`config.mk`:
```
export PLATFORM = sky130hd
export DESIGN_NAME = ntt_poly_mult_stream_ctrl
export DESIGN_NICKNAME = d
export VERILOG_FILES = /design/src/rtl/ntt_poly_mult_stream_ctrl.sv
export SDC_FILE = /design/constraint.sdc
export NUM_CORES = 1
export LEC_CHECK = 0
export ABC_AREA = 0
export CELL_PAD_IN_SITES_DETAIL_PLACEMENT = 0
export CELL_PAD_IN_SITES_GLOBAL_PLACEMENT = 1
export CORE_ASPECT_RATIO = 1.5
export CORE_MARGIN = 4
export CORE_UTILIZATION = 35
export DETAILED_ROUTE_END_ITERATION = 10
export GPL_TIMING_DRIVEN = 0
export PLACE_DENSITY = 0.85
export SYNTH_ARGS = -nofsm -noshare
export SYNTH_HDL_FRONTEND = slang
export SYNTH_SLANG_ARGS = --single-unit
```
`constraint.sdc`:
```
create_clock -name clk -period 5.15 [get_ports clk]
set_input_delay 1.03 -clock clk [delete_from_list [all_inputs] [get_ports clk]]
set_output_delay 1.03 -clock clk [all_outputs]
set_load 0.05 [all_outputs]
```
`src/rtl/ntt_poly_mult_stream_ctrl.sv`:
```
// Streaming front end for ntt_poly_mult. It loads one frame of 2*N input
// coefficients (A then B) into the core, starts the multiply, then reads
// the N results back and sends them out on a valid/ready stream.
module ntt_poly_mult_stream_ctrl #(
   parameter int unsigned N          = 256,
   parameter int unsigned WIDTH      = 32,
   parameter int unsigned Q          = 8380417,
   parameter int unsigned ADDR_WIDTH = 8,
   parameter int unsigned RD_LAT     = 1,
   parameter int unsigned TIMEOUT    = 1048576
) (
   input  logic                  clk,
   input  logic                  rst,
   // input coefficient stream
   input  logic                  in_valid,
   output logic                  in_ready,
   input  logic [WIDTH-1:0]      in_data,
   // result stream
   output logic                  out_valid,
   input  logic                  out_ready,
   output logic [WIDTH-1:0]      out_data,
   output logic                  out_last,
   // status
   output logic                  busy,
   output logic                  frame_done,
   output logic                  range_err,
   output logic                  timeout_err,
   // poly-mult core side
   output logic                  pm_start,
   input  logic                  pm_done,
   output logic                  pm_load_coeff,
   output logic                  pm_load_sel,
   output logic [ADDR_WIDTH-1:0] pm_load_addr,
   output logic [WIDTH-1:0]      pm_load_data,
   output logic [ADDR_WIDTH-1:0] pm_read_addr,
   input  logic [WIDTH-1:0]      pm_read_data
);

   localparam int unsigned BEAT_W = $clog2(2 * N + 1);
   localparam int unsigned LAT_W  = (RD_LAT > 0) ? $clog2(RD_LAT + 1) : 1;
   localparam int unsigned WD_W   = (TIMEOUT > 0) ? $clog2(TIMEOUT + 1) : 1;

   localparam logic [WIDTH-1:0]      Q_W        = WIDTH'(Q);
   localparam logic [BEAT_W-1:0]     N_B        = BEAT_W'(N);
   localparam logic [BEAT_W-1:0]     LAST_BEAT  = BEAT_W'(2 * N - 1);
   localparam logic [ADDR_WIDTH-1:0] LAST_IDX   = ADDR_WIDTH'(N - 1);
   localparam logic [LAT_W-1:0]      LAT_DONE   = LAT_W'(RD_LAT);
   localparam logic [WD_W-1:0]       WD_LIMIT   = WD_W'(TIMEOUT);

   typedef enum logic [2:0] {
      IDLE       = 3'd0,
      LOAD       = 3'd1,
      RUN        = 3'd2,
      READ_ISSUE = 3'd3,
      READ_WAIT  = 3'd4,
      OUT        = 3'd5
   } state_t;

   state_t                state_q, state_d;
   logic [BEAT_W-1:0]     beat_cnt_q, beat_cnt_d;
   logic [ADDR_WIDTH-1:0] rd_idx_q, rd_idx_d;
   logic [LAT_W-1:0]      lat_cnt_q, lat_cnt_d;
   logic [WD_W-1:0]       wd_cnt_q, wd_cnt_d;

   logic                  in_ready_q, in_ready_d;
   logic                  out_valid_q, out_valid_d;
   logic [WIDTH-1:0]      out_data_q, out_data_d;
   logic                  out_last_q, out_last_d;
   logic                  busy_q, busy_d;
   logic                  frame_done_q, frame_done_d;
   logic                  range_err_q, range_err_d;
   logic                  timeout_err_q, timeout_err_d;
   logic                  pm_start_q, pm_start_d;
   logic                  pm_load_coeff_q, pm_load_coeff_d;
   logic                  pm_load_sel_q, pm_load_sel_d;
   logic [ADDR_WIDTH-1:0] pm_load_addr_q, pm_load_addr_d;
   logic [WIDTH-1:0]      pm_load_data_q, pm_load_data_d;
   logic [ADDR_WIDTH-1:0] pm_read_addr_q, pm_read_addr_d;

   logic                  accept_c;
   logic [BEAT_W-1:0]     load_idx_c;

   // in_ready_q is only ever high in IDLE/LOAD, so this is the input handshake
   assign accept_c   = in_valid && in_ready_q;
   // beat index of the beat being accepted; the IDLE beat is always index 0
   assign load_idx_c = (state_q == IDLE) ? '0 : beat_cnt_q;

   // next-state and next-output logic
   always_comb begin
      state_d         = state_q;
      beat_cnt_d      = beat_cnt_q;
      rd_idx_d        = rd_idx_q;
      lat_cnt_d       = lat_cnt_q;
      wd_cnt_d        = wd_cnt_q;
      out_valid_d     = out_valid_q;
      out_data_d      = out_data_q;
      out_last_d      = out_last_q;
      frame_done_d    = 1'b0;
      range_err_d     = range_err_q;
      timeout_err_d   = timeout_err_q;
      pm_start_d      = pm_start_q;
      pm_load_coeff_d = 1'b0;
      pm_load_sel_d   = pm_load_sel_q;
      pm_load_addr_d  = pm_load_addr_q;
      pm_load_data_d  = pm_load_data_q;
      pm_read_addr_d  = pm_read_addr_q;

      unique case (state_q)
         IDLE: begin
            if (accept_c) begin
               range_err_d   = 1'b0;
               timeout_err_d = 1'b0;
               beat_cnt_d    = BEAT_W'(1);
               state_d       = LOAD;
            end
         end

         LOAD: begin
            if (accept_c) begin
               beat_cnt_d = beat_cnt_q + BEAT_W'(1);
               if (beat_cnt_q == LAST_BEAT) begin
                  wd_cnt_d = '0;
                  state_d  = RUN;
               end
            end
         end

         RUN: begin
            // pm_done only counts once start has actually been presented
            if (pm_start_q && pm_done) begin
               pm_start_d = 1'b0;
               rd_idx_d   = '0;
               state_d    = READ_ISSUE;
            end else if ((TIMEOUT != 0) && (wd_cnt_q == WD_LIMIT)) begin
               timeout_err_d = 1'b1;
               pm_start_d    = 1'b0;
               state_d       = IDLE;
            end else begin
               pm_start_d = 1'b1;
               wd_cnt_d   = wd_cnt_q + WD_W'(1);
            end
         end

         READ_ISSUE: begin
            pm_read_addr_d = rd_idx_q;
            lat_cnt_d      = '0;
            state_d        = READ_WAIT;
         end

         READ_WAIT: begin
            if (lat_cnt_q == LAT_DONE) begin
               out_data_d  = pm_read_data;
               out_valid_d = 1'b1;
               out_last_d  = (rd_idx_q == LAST_IDX);
               state_d     = OUT;
            end else begin
               lat_cnt_d = lat_cnt_q + LAT_W'(1);
            end
         end

         OUT: begin
            if (out_ready) begin
               out_valid_d = 1'b0;
               out_last_d  = 1'b0;
               if (rd_idx_q == LAST_IDX) begin
                  frame_done_d = 1'b1;
                  state_d      = IDLE;
               end else begin
                  rd_idx_d = rd_idx_q + ADDR_WIDTH'(1);
                  state_d  = READ_ISSUE;
               end
            end
         end

         default: begin
            state_d = IDLE;
         end
      endcase

      // every accepted beat becomes one core load on the following cycle
      if (accept_c) begin
         pm_load_coeff_d = 1'b1;
         pm_load_sel_d   = (load_idx_c >= N_B);
         pm_load_addr_d  = ADDR_WIDTH'(load_idx_c);
         if (in_data < Q_W) begin
            pm_load_data_d = in_data;
         end else begin
            pm_load_data_d = '0;
            range_err_d    = 1'b1;
         end
      end

      // LOAD always leaves on the 2N-th beat, so LOAD implies beat_cnt < 2N
      in_ready_d = (state_d == IDLE) || (state_d == LOAD);
      busy_d     = (state_d != IDLE);
   end

   // state, counter and output registers
   always_ff @(posedge clk or posedge rst) begin
      if (rst) begin
         state_q         <= IDLE;
         beat_cnt_q      <= '0;
         rd_idx_q        <= '0;
         lat_cnt_q       <= '0;
         wd_cnt_q        <= '0;
         in_ready_q      <= 1'b0;
         out_valid_q     <= 1'b0;
         out_data_q      <= '0;
         out_last_q      <= 1'b0;
         busy_q          <= 1'b0;
         frame_done_q    <= 1'b0;
         range_err_q     <= 1'b0;
         timeout_err_q   <= 1'b0;
         pm_start_q      <= 1'b0;
         pm_load_coeff_q <= 1'b0;
         pm_load_sel_q   <= 1'b0;
         pm_load_addr_q  <= '0;
         pm_load_data_q  <= '0;
         pm_read_addr_q  <= '0;
      end else begin
         state_q         <= state_d;
         beat_cnt_q      <= beat_cnt_d;
         rd_idx_q        <= rd_idx_d;
         lat_cnt_q       <= lat_cnt_d;
         wd_cnt_q        <= wd_cnt_d;
         in_ready_q      <= in_ready_d;
         out_valid_q     <= out_valid_d;
         out_data_q      <= out_data_d;
         out_last_q      <= out_last_d;
         busy_q          <= busy_d;
         frame_done_q    <= frame_done_d;
         range_err_q     <= range_err_d;
         timeout_err_q   <= timeout_err_d;
         pm_start_q      <= pm_start_d;
         pm_load_coeff_q <= pm_load_coeff_d;
         pm_load_sel_q   <= pm_load_sel_d;
         pm_load_addr_q  <= pm_load_addr_d;
         pm_load_data_q  <= pm_load_data_d;
         pm_read_addr_q  <= pm_read_addr_d;
      end
   end

   assign in_ready      = in_ready_q;
   assign out_valid     = out_valid_q;
   assign out_data      = out_data_q;
   assign out_last      = out_last_q;
   assign busy          = busy_q;
   assign frame_done    = frame_done_q;
   assign range_err     = range_err_q;
   assign timeout_err   = timeout_err_q;
   assign pm_start      = pm_start_q;
   assign pm_load_coeff = pm_load_coeff_q;
   assign pm_load_sel   = pm_load_sel_q;
   assign pm_load_addr  = pm_load_addr_q;
   assign pm_load_data  = pm_load_data_q;
   assign pm_read_addr  = pm_read_addr_q;

endmodule

```
After elaboration in Yosys (flattened, before gate mapping)
Index checks and enable logic that the tools add are counted.

Reductions and logical operators: 18. Magnitude comparators: 2. Add/sub/neg operators: 4. Equal/unequal tests: 19. Muxes and demuxes: 44.

Operator list (count): 21-bit two-way mux (4); 21-bit one-hot mux with 2 select lines (1); 32-bit by 23-bit less-than comparator with 1-bit output, second input constant (1); 32-bit two-way mux (1); 10-bit two-way mux (3); 8-bit two-way mux (3); 21-bit by 1-bit adder with 21-bit output, second input constant (1); 21-bit equality test, second input constant (1); 3-bit two-way mux (7); 2-bit inequality test, second input constant (10); 10-bit one-hot mux with 2 select lines (1); 3-bit one-hot mux with 6 select lines (1); 1-bit two-way mux (17); 8-bit one-hot mux with 2 select lines (1); 2-bit nonzero test (6); 10-bit by 1-bit adder with 10-bit output, second input constant (1); 10-bit by 9-bit equality test with 1-bit output, second input constant (1); 10-bit by 9-bit greater-or-equal comparator with 1-bit output, second input constant (1); 8-bit by 1-bit adder with 8-bit output, second input constant (1); 8-bit equality test, second input constant (1); 1-bit one-hot mux with 2 select lines (4); 4-bit AND reduction (2); 3-bit by 1-bit equality test with 1-bit output, second input constant (2); 3-bit by 2-bit equality test with 1-bit output, second input constant (2); other kinds (10) (14).

Flip-flop bits (word level): 133. Word-level logic and storage cells: 106. Output and inout port bits: 90. Input bits: 69.

Longest topological paths before layout
Depth after elaboration: 6. Depth in mapped cells: 7. Depth with buffers taken out: 7.

Worst setup path after synthesis
No wires, ideal clock.

Path type: input -> register. Start: input pm_done. End: register wd_cnt_q[17]. Path buffers: 1. Required time: 5.018 ns. Stages: 6. Data arrival time: 2.500 ns. Setup slack: 2.518 ns. Path through: and2_1 clkbuf_1 or4_4 or4_4 xnor2_1 nor2_1.

Longest elaborated chain between the ends: 3.

Ends and longest elaborated chain: start: declaration (line 30) `input logic pm_done,`; 1-bit logical AND (line 130) `if (pm_start_q && pm_done) begin`; 2-bit inequality test (no line); 5-bit AND reduction (no line); end signal: assignment (line 225) `wd_cnt_q <= wd_cnt_d;`; end: declaration (line 63) `logic [WD_W-1:0] wd_cnt_q, wd_cnt_d;`.

No other way between the ends. A chain may end at the register's enable or synchronous reset.

Worst setup path in the final report
Start: input in_valid. End: register beat_cnt_q[5].

Longest elaborated chain between the ends: 3. Elaborated cells on any way between the ends: 4. Classes of those cells: eq/ne: 2; reduce/logical: 2.

Ends and longest elaborated chain: start: declaration (line 15) `input logic in_valid,`; 1-bit logical AND (*) (line 84) `assign accept_c = in_valid && in_ready_q;`; 2-bit inequality test (no line); 3-bit AND reduction (no line) (*); end signal: assignment (line 222) `beat_cnt_q <= beat_cnt_d;`; end: declaration (line 60) `logic [BEAT_W-1:0] beat_cnt_q, beat_cnt_d;`.

Mark *: on every way between the ends. The rest lies on a longest branch, timed or not.

==> impl_metrics.toml <==
[drt]
routed_via_density = 4.927
wl_met2_mm = 7.925
first_pass_iters = 4
wl_met1_mm = 5.287
drc = 0
wl_met3_um = 984
wl_mm = 14.42
drt-wirelength-per-cell_um = 15.45
vias = 4597
ant_nets = 0
top_layer = "met4"
initialDrtViolationCount = 144

[logic_synthesis]
ys_top_cells_by_area = "dfrtp_1, mux2_2, nand2_1"
synth_ff_type = "dfrtp_1"
syn_area_per_cell_um2 = 10.68
syn_inst = 537
synth_edf_count = 0
async_flop_share_pct = 100.0
synth.yosys.seq_area_share_pct = 58.04
synth_seq_cells = 133
synth_cell_types = 47
yosys.cell_count.top_type = "dfrtp_1"
syn_nets = 610
synth_common_cells = "dfrtp_1, nand2_1, nor2_1, mux2_2, nand3_1"
yosys_warnings = 0
synth_top_cell_area_share_pct = 58.04
syn_area_mm2 = 0.005734
yosysTopAreaCell = "dfrtp_1"

[worst_hold_path]
hold_path.class = "reg2reg"
min_to = "pm_load_data[2]$_DFFE_PP0P_"
whs_path_depth = 2
min_from = "pm_load_data[2]$_DFFE_PP0P_"

[floorplanning]
die_area_mm2 = 0.01854
core_area_mm2 = 0.01612
die_y_um = 164.8
initial_utilization_pct = 35.58
rows = 57
io_pins = 159
die_x_um = 112.5

[timing]
fin_crit_sh_pct = 58.31
hold_viol = 0
fin_skew_ns = 0.01156
period_minus_slack_ns = 3.003
fmax_mhz = 333.0
drv_slew = 0
max_slew_margin_pct = 17.27
finalSetupViolations = 0
max_slew.worst_pin.slew_ns = 1.232
whs_ns = 0.4623
setup_tns_ns = 0
rsz0062_at_grt = "no"

[finish]
utilization_pct = 50.58
nNetsFinal = 787
drive_gt1_share_pct = 11.28
insertedDiodeCount = 0
synthToLayoutAreaGrowth_pct = 42.18

[global_route]
grt_pass1_wl_mm = 23.85
overflow = 0
grt_pass1_vias = 4903
grt_usage_pct = 16.15
grt_max_degree = 82
antenna_found_initial = 0

[critical_path]
rrSetupSlack_ns = 2.54
rr_worst_depth = 5
critPathKind = "in2reg"
crit_path_end_kind = "flop"
required_ns = 5.42
r2r_end = "beat_cnt_q[5]$_DFFE_PP0P_"
critPathArrivalTime_ns = 3.28
reg2reg_from = "state_q[2]$_DFF_PP0_"
startpoint_type = "input port"
path_max_fanout = 10

[clock_network]
cts.sinks = 133
path_clk_slew_ns = 0.06
clk_latency_ns = 0.41
clk_path_buf_depth = 2
htreeDepth = 4
cts_hold_buf = 0
cts_setup_buffers = 0
cts_buffers = 17
post_cts_resized = 0
root_buffer = "clkbuf_16"
cts_tree = "built"

[power]
peakVddDrop_uv = 222.8
power_density_mw_per_mm2 = 307.2
total_power_uw = 2505
leakagePower_uw = 0.003639

[placement]
place.gp.congestion = 0.7905
hpwl_mm = 10.98
numPortBuffers = 157

[outcome]
status = "finished clean"

[job]
cap_violations = 0
==> worst max-delay path by stage <==
stage                   from                           end  slack (ns)  depth (start not counted)
floorplan                rst     beat_cnt_q[0]$_DFFE_PP0P_        0.57                          1
global placement         rst  pm_load_data[11]$_DFFE_PP0P_       -1.22                          2
detailed placement  in_valid     beat_cnt_q[5]$_DFFE_PP0P_        1.71                          5
CTS                 in_valid     beat_cnt_q[5]$_DFFE_PP0P_        2.14                          5
global route        in_valid     beat_cnt_q[5]$_DFFE_PP0P_        1.93                          5
finish              in_valid     beat_cnt_q[5]$_DFFE_PP0P_        2.15                          5
==> routing by layer <==
layer / global-route usage (%) / vias to the layer above
met4: 5.303 / 0
met2: 30.33 / 137
met1: 16.84 / 2247
li1: - / 2194
met3: 5.315 / 19
met5: 0 / -
==> placed cells by master, fill, tap and decap left out, types with 5 or more instances in the layout <==
cell / instances
a21oi_1: 17
and2_1: 11
clkbuf_1: 21
clkbuf_16: 17
clkdlybuf4s50_1: 157
clkinv_4: 5
dfrtp_1: 133
inv_1: 12
inv_6: 6
mux2_2: 40
nand2_1: 92
nand3_1: 38
nand4_1: 13
nor2_1: 44
nor3_1: 12
nor4_1: 9
o21ai_0: 9
xnor2_1: 14
xor2_1: 17
==> where the power goes <==
| part | switching [µW] | internal, µW | total (µW) |
|---|---|---|---|
| registers | 35.8 | 1080 | 1120 |
| clock network | 484 | 643 | 1130 |
| logic | 150 | 109 | 259 |
==> critical path, cell delays in order <==
cell and delay [ns]:
clkdlybuf4s50_1 0.54, nand3b_1 0.19, nor3_1 0.98, clkbuf_1 0.43, nor2_1 0.10
==> cells by family after synthesis <==
family                   Yosys count  synth area share, %
XOR/XNOR                          31                4.735
AND/OR/NAND/NOR                  244                20.45
flip-flops                       133                58.04
multiplexers                      41                8.030
AO/OA/AOI/OAI                     47                5.193
buffers and inverters             37                2.684
adder cells (fa/ha/maj)            4               0.8728
==> sequential cells by signal, summed over array words and instances (netlist names) <==
name,cells
pm_start,1
out_valid,1
state_q,3
out_data,32
out_last,1
frame_done,1
lat_cnt_q,1
beat_cnt_q,10
pm_load_sel,1
busy,1
timeout_err,1
pm_read_addr,8
range_err,1
pm_load_coeff,1
wd_cnt_q,21
in_ready,1
pm_load_data,32
rd_idx_q,8
pm_load_addr,8
==> final cells by class <==
cell class / count / area [µm²]
fill: 1558 / 7965
sequential: 133 / 3328
multi-input combinational: 367 / 2252
timing repair buffer: 158 / 1599
clock buffer: 19 / 442.9
tap: 206 / 257.7
clock inverter: 13 / 113.9
buffer: 23 / 101.3
inverter: 14 / 57.56
==> per-stage QoR <==
step	setup slack (ns)	std cells	instance area [µm²]
floorplan	0.5656	537	5734
global placement	-1.216	900	7564
detailed placement	1.706	901	7596
CTS	2.139	933	8153
global route	1.932	933	8153
finish	2.147	933	8153
(Power assumes the default switching activity.)
